[src/rtl/arb_pkg.sv]
// ---------------------------------------------------------------------------
// arb_pkg
// Shared definitions for the 2:1 round-robin word arbiter.
//   - State encoding of the output holding register
//   - Default data path and grant counter widths
//   - Winner selection helper (single request wins, ties rotate)
// ---------------------------------------------------------------------------
package arb_pkg;

    localparam int DEFAULT_WIDTH = 32;
    localparam int DEFAULT_CNT_W = 8;

    // Holding register state: which requester (if any) owns out_data.
    localparam logic [1:0] ST_IDLE   = 2'd0;
    localparam logic [1:0] ST_HOLD_A = 2'd1;
    localparam logic [1:0] ST_HOLD_B = 2'd2;

    // Returns 0 for A, 1 for B. With a single request that requester wins;
    // with both, the one that did not win last time wins. Meaningless when
    // neither requests; callers qualify it with (req_a | req_b).
    function automatic logic pick_winner(
        input logic req_a,
        input logic req_b,
        input logic last_sel
    );
        if (req_a && req_b) begin
            return ~last_sel;
        end
        return req_b;
    endfunction

endpackage

[src/rtl/data_sel_2_1.sv]
// ---------------------------------------------------------------------------
// data_sel_2_1
// WIDTH-bit 2:1 data selector feeding the arbiter output register.
// Ports:
//   sel  - 0 selects a, 1 selects b
//   a, b - candidate words
//   y    - selected word (combinational)
// ---------------------------------------------------------------------------
module data_sel_2_1 #(
    parameter int WIDTH = 32
) (
    input  logic             sel,
    input  logic [WIDTH-1:0] a,
    input  logic [WIDTH-1:0] b,
    output logic [WIDTH-1:0] y
);

    assign y = sel ? b : a;

endmodule

[src/rtl/arb_2_1_32.sv]
// ---------------------------------------------------------------------------
// arb_2_1_32
// Two-requester round-robin arbiter with a single registered output word.
// A requester presents a word with req_x high; when the output register can
// take a word (empty, or being drained this cycle) the winner's gnt_x pulses
// and its word is captured on the next rising edge.
// Ports:
//   clk, rst            - clock, asynchronous active-high reset
//   req_a/data_a        - requester A valid + word
//   req_b/data_b        - requester B valid + word
//   gnt_a/gnt_b         - one-cycle capture pulse for A / B (combinational)
//   out_data/out_valid  - held word and its valid flag
//   out_ready           - consumer accepts out_data when out_valid is high
//   sel                 - owner of held word, 0=A 1=B
//   cnt_a/cnt_b         - free-running grant counters (wrap silently)
// ---------------------------------------------------------------------------
module arb_2_1_32
    import arb_pkg::*;
#(
    parameter int WIDTH = DEFAULT_WIDTH,
    parameter int CNT_W = DEFAULT_CNT_W
) (
    input  logic             clk,
    input  logic             rst,
    input  logic             req_a,
    input  logic [WIDTH-1:0] data_a,
    input  logic             req_b,
    input  logic [WIDTH-1:0] data_b,
    output logic             gnt_a,
    output logic             gnt_b,
    output logic [WIDTH-1:0] out_data,
    output logic             out_valid,
    input  logic             out_ready,
    output logic             sel,
    output logic [CNT_W-1:0] cnt_a,
    output logic [CNT_W-1:0] cnt_b
);

    localparam logic [CNT_W-1:0] CNT_ONE = {{(CNT_W-1){1'b0}}, 1'b1};

    logic [1:0]       state_reg;
    logic [1:0]       state_next;
    logic             last_sel_reg;
    logic [WIDTH-1:0] out_data_reg;
    logic [CNT_W-1:0] cnt_a_reg;
    logic [CNT_W-1:0] cnt_b_reg;

    logic             load;
    logic             do_load;
    logic             winner;
    logic [WIDTH-1:0] sel_data;

    // The register can take a new word when it is empty or is being drained
    // this cycle; this is what allows one word per cycle when out_ready stays
    // high.
    assign load    = (state_reg == ST_IDLE) || out_ready;
    assign winner  = pick_winner(req_a, req_b, last_sel_reg);
    assign do_load = load && (req_a || req_b);

    // Grants are masked by rst so nothing is acknowledged during reset.
    assign gnt_a = do_load && !winner && !rst;
    assign gnt_b = do_load &&  winner && !rst;

    data_sel_2_1 #(
        .WIDTH (WIDTH)
    ) u_data_sel (
        .sel (winner),
        .a   (data_a),
        .b   (data_b),
        .y   (sel_data)
    );

    always_comb begin
        state_next = state_reg;
        if (do_load) begin
            state_next = winner ? ST_HOLD_B : ST_HOLD_A;
        end else begin
            case (state_reg)
                ST_HOLD_A, ST_HOLD_B: if (out_ready) state_next = ST_IDLE;
                ST_IDLE:              state_next = ST_IDLE;
                default:              state_next = ST_IDLE; // 2'd3 recovery
            endcase
        end
    end

    always_ff @(posedge clk or posedge rst) begin
        if (rst) begin
            state_reg    <= ST_IDLE;
            last_sel_reg <= 1'b1;   // A wins the first tie after reset
            out_data_reg <= '0;
            cnt_a_reg    <= '0;
            cnt_b_reg    <= '0;
        end else begin
            state_reg <= state_next;
            if (do_load) begin
                out_data_reg <= sel_data;
                last_sel_reg <= winner;
            end
            if (gnt_a) cnt_a_reg <= cnt_a_reg + CNT_ONE;
            if (gnt_b) cnt_b_reg <= cnt_b_reg + CNT_ONE;
        end
    end

    assign out_data  = out_data_reg;
    assign out_valid = (state_reg == ST_HOLD_A) || (state_reg == ST_HOLD_B);
    assign sel       = (state_reg == ST_HOLD_B);
    assign cnt_a     = cnt_a_reg;
    assign cnt_b     = cnt_b_reg;

endmodule

[config.mk]
export PLATFORM = sky130hd
export DESIGN_NAME = arb_2_1_32
export DESIGN_NICKNAME = d
export VERILOG_FILES = /design/src/rtl/arb_pkg.sv /design/src/rtl/data_sel_2_1.sv /design/src/rtl/arb_2_1_32.sv
export SDC_FILE = /design/constraint.sdc
export NUM_CORES = 1
export LEC_CHECK = 0
export CORE_UTILIZATION = 28
export CTS_CLUSTER_DIAMETER = 30
export DETAILED_ROUTE_END_ITERATION = 6
export PLACE_DENSITY = 0.65
export SLEW_MARGIN = 10
export SYNTH_ARGS = -nofsm -noshare
export SYNTH_HDL_FRONTEND = slang
export SYNTH_HIERARCHICAL = 1
export SYNTH_SLANG_ARGS = --single-unit
[constraint.sdc]
create_clock -name clk -period 3.3 [get_ports clk]
set_input_delay 0.495 -clock clk [delete_from_list [all_inputs] [get_ports clk]]
set_output_delay 0.495 -clock clk [all_outputs]
set_load 0.05 [all_outputs]
[Yosys cells after proc, flatten, opt, wreduce, memory -nomap -nowiden]
Cells that the tools add are included.
Word-level totals
  flip-flop bits (word level): 51
  input bits: 69
  output and inout port bits: 52
Operators by class
  add/sub/neg operators: 2
  eq/ne operators: 3
  muxes and demuxes: 8
  bitwise logic cells: 1
  reductions and logical operators: 13
Operator list (number)
  2-to-1 mux 32 bit: 1
  adder 8 x 1 -> 8 bit, second input constant: 2
  2-to-1 mux 2 bit: 4
  logical AND 1 bit: 6
  logical OR 1 bit: 3
  2-to-1 mux 1 bit: 3
  != test 3 bit, second input constant: 1
  equality test 2 x 1 -> 1 bit, second input constant: 1
  equality test 2 bit, second input constant: 1
  logical NOT 1 bit: 2
  logical NOT 2 bit: 1
  OR reduction 2 bit: 1
  NOT 1 bit: 1

[Logic depth before layout (Yosys ltp)]
  depth after elaboration: 6
  depth in mapped cells: 7
  gate-level depth less buffers: 6

[Cells and area by module]
The synthesis kept the hierarchy.
By module, submodules not included
  arb_2_1_32: times used 1, cells each 142, area an instance 2087.0 µm², sequential area each 1277.5 µm²
  data_sel_2_1: times used 1, cells each 36, area an instance 544.3 µm², sequential area each 0.0 µm²

[Worst setup path after synthesis]
OpenSTA, ideal clock, no wires.
  path type: input port to output port
  start: in rst
  end: out gnt_a
  arrival time: 2125 ps
  required time: 2805 ps
  slack: 680 ps
  stages on the path: 3
  buffers on the path: 1
  path through: inv_1 -> o2111a_1 -> buf_4
Between the ends
  word-level cells in the longest chain between the ends: 2
RTL lines
  start, declared: RTL line arb_2_1_32.sv:24  | input logic rst,
  logical NOT 1 bit (no line)
  logical AND 1 bit: RTL line arb_2_1_32.sv:61  | assign gnt_a = do_load && !winner && !rst;
  end, declared: RTL line arb_2_1_32.sv:29  | output logic gnt_a,
Every way passes these cells.

[Worst setup path after layout]
  start: in req_b
  end: out gnt_b
Between the ends
  word-level cells in the longest chain between the ends: 5
RTL lines
  start, declared: RTL line arb_2_1_32.sv:27  | input logic req_b,
  logical AND 1 bit: RTL line arb_pkg.sv:26  | if (req_a && req_b) begin
  2-to-1 mux 1 bit: RTL line arb_pkg.sv:26
  2-to-1 mux 1 bit: RTL line arb_pkg.sv:29  | return req_b;
  logical AND 1 bit * (2 in series): RTL line arb_2_1_32.sv:62  | assign gnt_b = do_load && winner && !rst;
  end, declared: RTL line arb_2_1_32.sv:30  | output logic gnt_b,
Mark *: on every way between the ends. The rest lies on a longest branch, timed or not.

==> flow_summary.toml <==
[power]
total_power_mw = 2.855
vdd_drop_max_mv = 0.3802
p_leak_nw = 1.689
powerDensity_mw_per_mm2 = 708.4

[timing]
setup_viol = 0
final_min_period_ns = 2.810
worst_setup_margin_ns = 0.4898
max-slew-margin-rel = 0.3666
rsz0062_at_grt = "false"
finalSetupTns_ns = 0
top_achievable_clock_speed_ghz = 0.3558
timing.hold.ws_ns = 0.4791
clock-skew-final_ns = 0.007523
timing_hold_violations_final = 0
post-route-period-util = 0.8516
worst_pin_slew_ns = 0.9465
finalMaxSlewViolations = 0

[clocking]
cts_root_buf = "clkbuf_8"
cts-buffers-inserted = 5
post_cts_hold_buffer_count = 0
clk_latency_ns = 0.30
cts_num_sinks = 51
h_tree_levels = 2
cts_resized = 0
cts_tree = "built"
max-clock-path-buffers = 2
postCtsSetupRepairBufs = 0
clk_pin_slew_ns = 0.08

[synth]
yosysTopAreaCellShare = 0.4755
top_cells_by_area_in_the_synthesized_netlist = "dfrtp_1 48%, mux2_4 17%, mux2_2 15%"
synth_commonest_cells = "50 x dfrtp_1, 36 x mux2_2, 30 x mux2_4, 11 x xnor2_1, 6 x nand4_1"
synth_top_flop_cell = "dfrtp_1"
synth_cell_type_count = 27
ys.warnings.count = 6
synth.most_common_cell = "dfrtp_1"
netlist_area_mm2 = 0.002631
synthArstFlopShare = 1.000
net_count_of_the_mapped_netlist = 251
synth_enable_flop_cells = 0
synth_top_cell_by_area = "dfrtp_1"
synth.yosys.seq_area_share = 0.4855
synth.avg_cell_area_um2 = 14.78
syn-instance-count = 178
ys_seq_elements = 51

[finish]
layout_cell_share_with_drive_strength_beyond_1 = 0.2815
num_antenna_cells = 0
finish.cell_count_without_fillers = 413
area_growth_pct = 53.16
finish.net_count = 374
register_area_mm2 = 0.001277
multiInputGateArea_mm2 = 0.001241
layout.filler_cells = 866
largest_register_ff_count = 32

[critical_path]
endpoint_kind = "output port"
critical_path.startpoint_type = "primary input"
worstPathArrival_ns = 2.32
cp_cell_sequence = "clkdlybuf4s50_1 > a21bo_4 > nor3_4 > clkdlybuf4s50_1"
critical_path.slowest_cell = "clkdlybuf4s50_1"
criticalPathCategory = "primary input to output port"
max_stage_delay_ns = 0.82
critical_path_peak_fanout = 4
wp_data_required_ns = 2.80
crit_path_frequent_cell = "clkdlybuf4s50_1"

[die]
total_core_area_mm2 = 0.009153
boundaryPins = 121
die_y_um = 98.94
fp.dieArea_mm2 = 0.009789
core.rowCount = 35
start_util = 0.2875
die_w_um = 98.94

[global_route]
globalRouteOverflowTotal = 0
initial_antenna_violation_count = 0
grt_pass1_wl_mm = 9.653
grt_pass1_vias = 1891
grt_start_max_net_pins = 52
globalRouteTotalUtil = 0.1252

[place]
gp_congestion = 0.7545
place_inst = 405
preCtsSetupSlack_ns = 0.4767
dp_hpwl_mm = 4.397
port_buffers = 120

[min_path]
worstHoldPathType = "flip-flop to flip-flop"

[drt]
detailroute.via_count = 1860
drc = 0
iteration_0_drc_markers = 43
vias_per_cell = 4.504
wire_per_inst_um = 14.23
detailedRoute.firstPassIterationCount = 4
postRouteAntennaNets = 0
totalWireLength_mm = 5.879

[job]
max_cap_viol_count = 0

[outcome]
run_status = "finished, final reports clean"
stage by stage:
stage,instance area [um2],utilization
after global placement,3930,0.4294
after floorplan,2631,-
final,4030,0.4403
after global routing,4030,0.4403
after CTS,4030,0.4403
after detailed placement,3930,0.4294
metal layers:
metal,vias to the layer above,wire [um],GRT usage
li1,875,-,-
met1,916,2353,0.1487
met2,64,3094,0.2205
met3,5,369,0.03333
met4,0,62,0.03789
met5,-,0,0
path summary, 6_finish.rpt:
path                                               start                        to  slack [ns]  cells past startpoint
min in group asynchronous                            rst      cnt_b[6]$_DFFE_PP0P_        0.88                      3
worst max-delay path                               req_b                     gnt_b        0.49                      4
worst min-delay path                cnt_a[7]$_DFFE_PP0P_      cnt_a[7]$_DFFE_PP0P_        0.48                      1
worst max register to register  state_reg[0]$_DFFE_PP0P_   out_data[4]$_DFFE_PP0P_        1.21                      6
max in group asynchronous                            rst  out_data[19]$_DFFE_PP0P_        1.98                      3
worst min register to register      cnt_a[7]$_DFFE_PP0P_      cnt_a[7]$_DFFE_PP0P_        0.48                      1
power by group:
group | switching [mW] | internal, mW | total (mW)
Sequential | 0.140 | 0.803 | 0.943
Clock | 0.197 | 0.192 | 0.389
Combinational | 0.902 | 0.622 | 1.52
cell type report:
type / instances / share of cell area
Sequential cell: 51 / 0.3170
Timing Repair Buffer: 124 / 0.3111
Multi-Input combinational cell: 114 / 0.3080
Tap cell: 111 / 0.03446
Clock buffer: 8 / 0.02484
Inverter: 5 / 0.004657
kinds of logic after synthesis:
| kind of cell | after synthesis | share of synthesized area |
|---|---|---|
| muxes | 66 | 0.3252 |
| DFF | 51 | 0.4855 |
| xor gates and xnor gates | 14 | 0.04660 |
| AOI/OAI and AO/OA | 7 | 0.02188 |
| buffers and inverters | 13 | 0.04565 |
| adders and majority gates | 4 | 0.01902 |
| and+or+nand+nor | 23 | 0.05611 |
worst max-delay path, delay by kind of cell:
family                 cells  cell delay (ns)
buffers and inverters      2             1.40
and+or+nand+nor            1             0.13
AOI/OAI and AO/OA          1             0.28
placed cells by master, fill, tap and decap left out, types with 3 or more instances in the layout:
cell,netlist,layout
nand2_1,4,4
dfrtp_1,50,50
clkbuf_8,0,7
nand4_1,6,6
clkdlybuf4s50_1,0,119
inv_1,5,3
xor2_1,3,3
mux2_4,30,30
buf_4,4,3
nand3_1,4,4
xnor2_1,11,11
mux2_2,36,36
ha_1,4,4
Note: power is estimated with default switching activity, not from simulation.
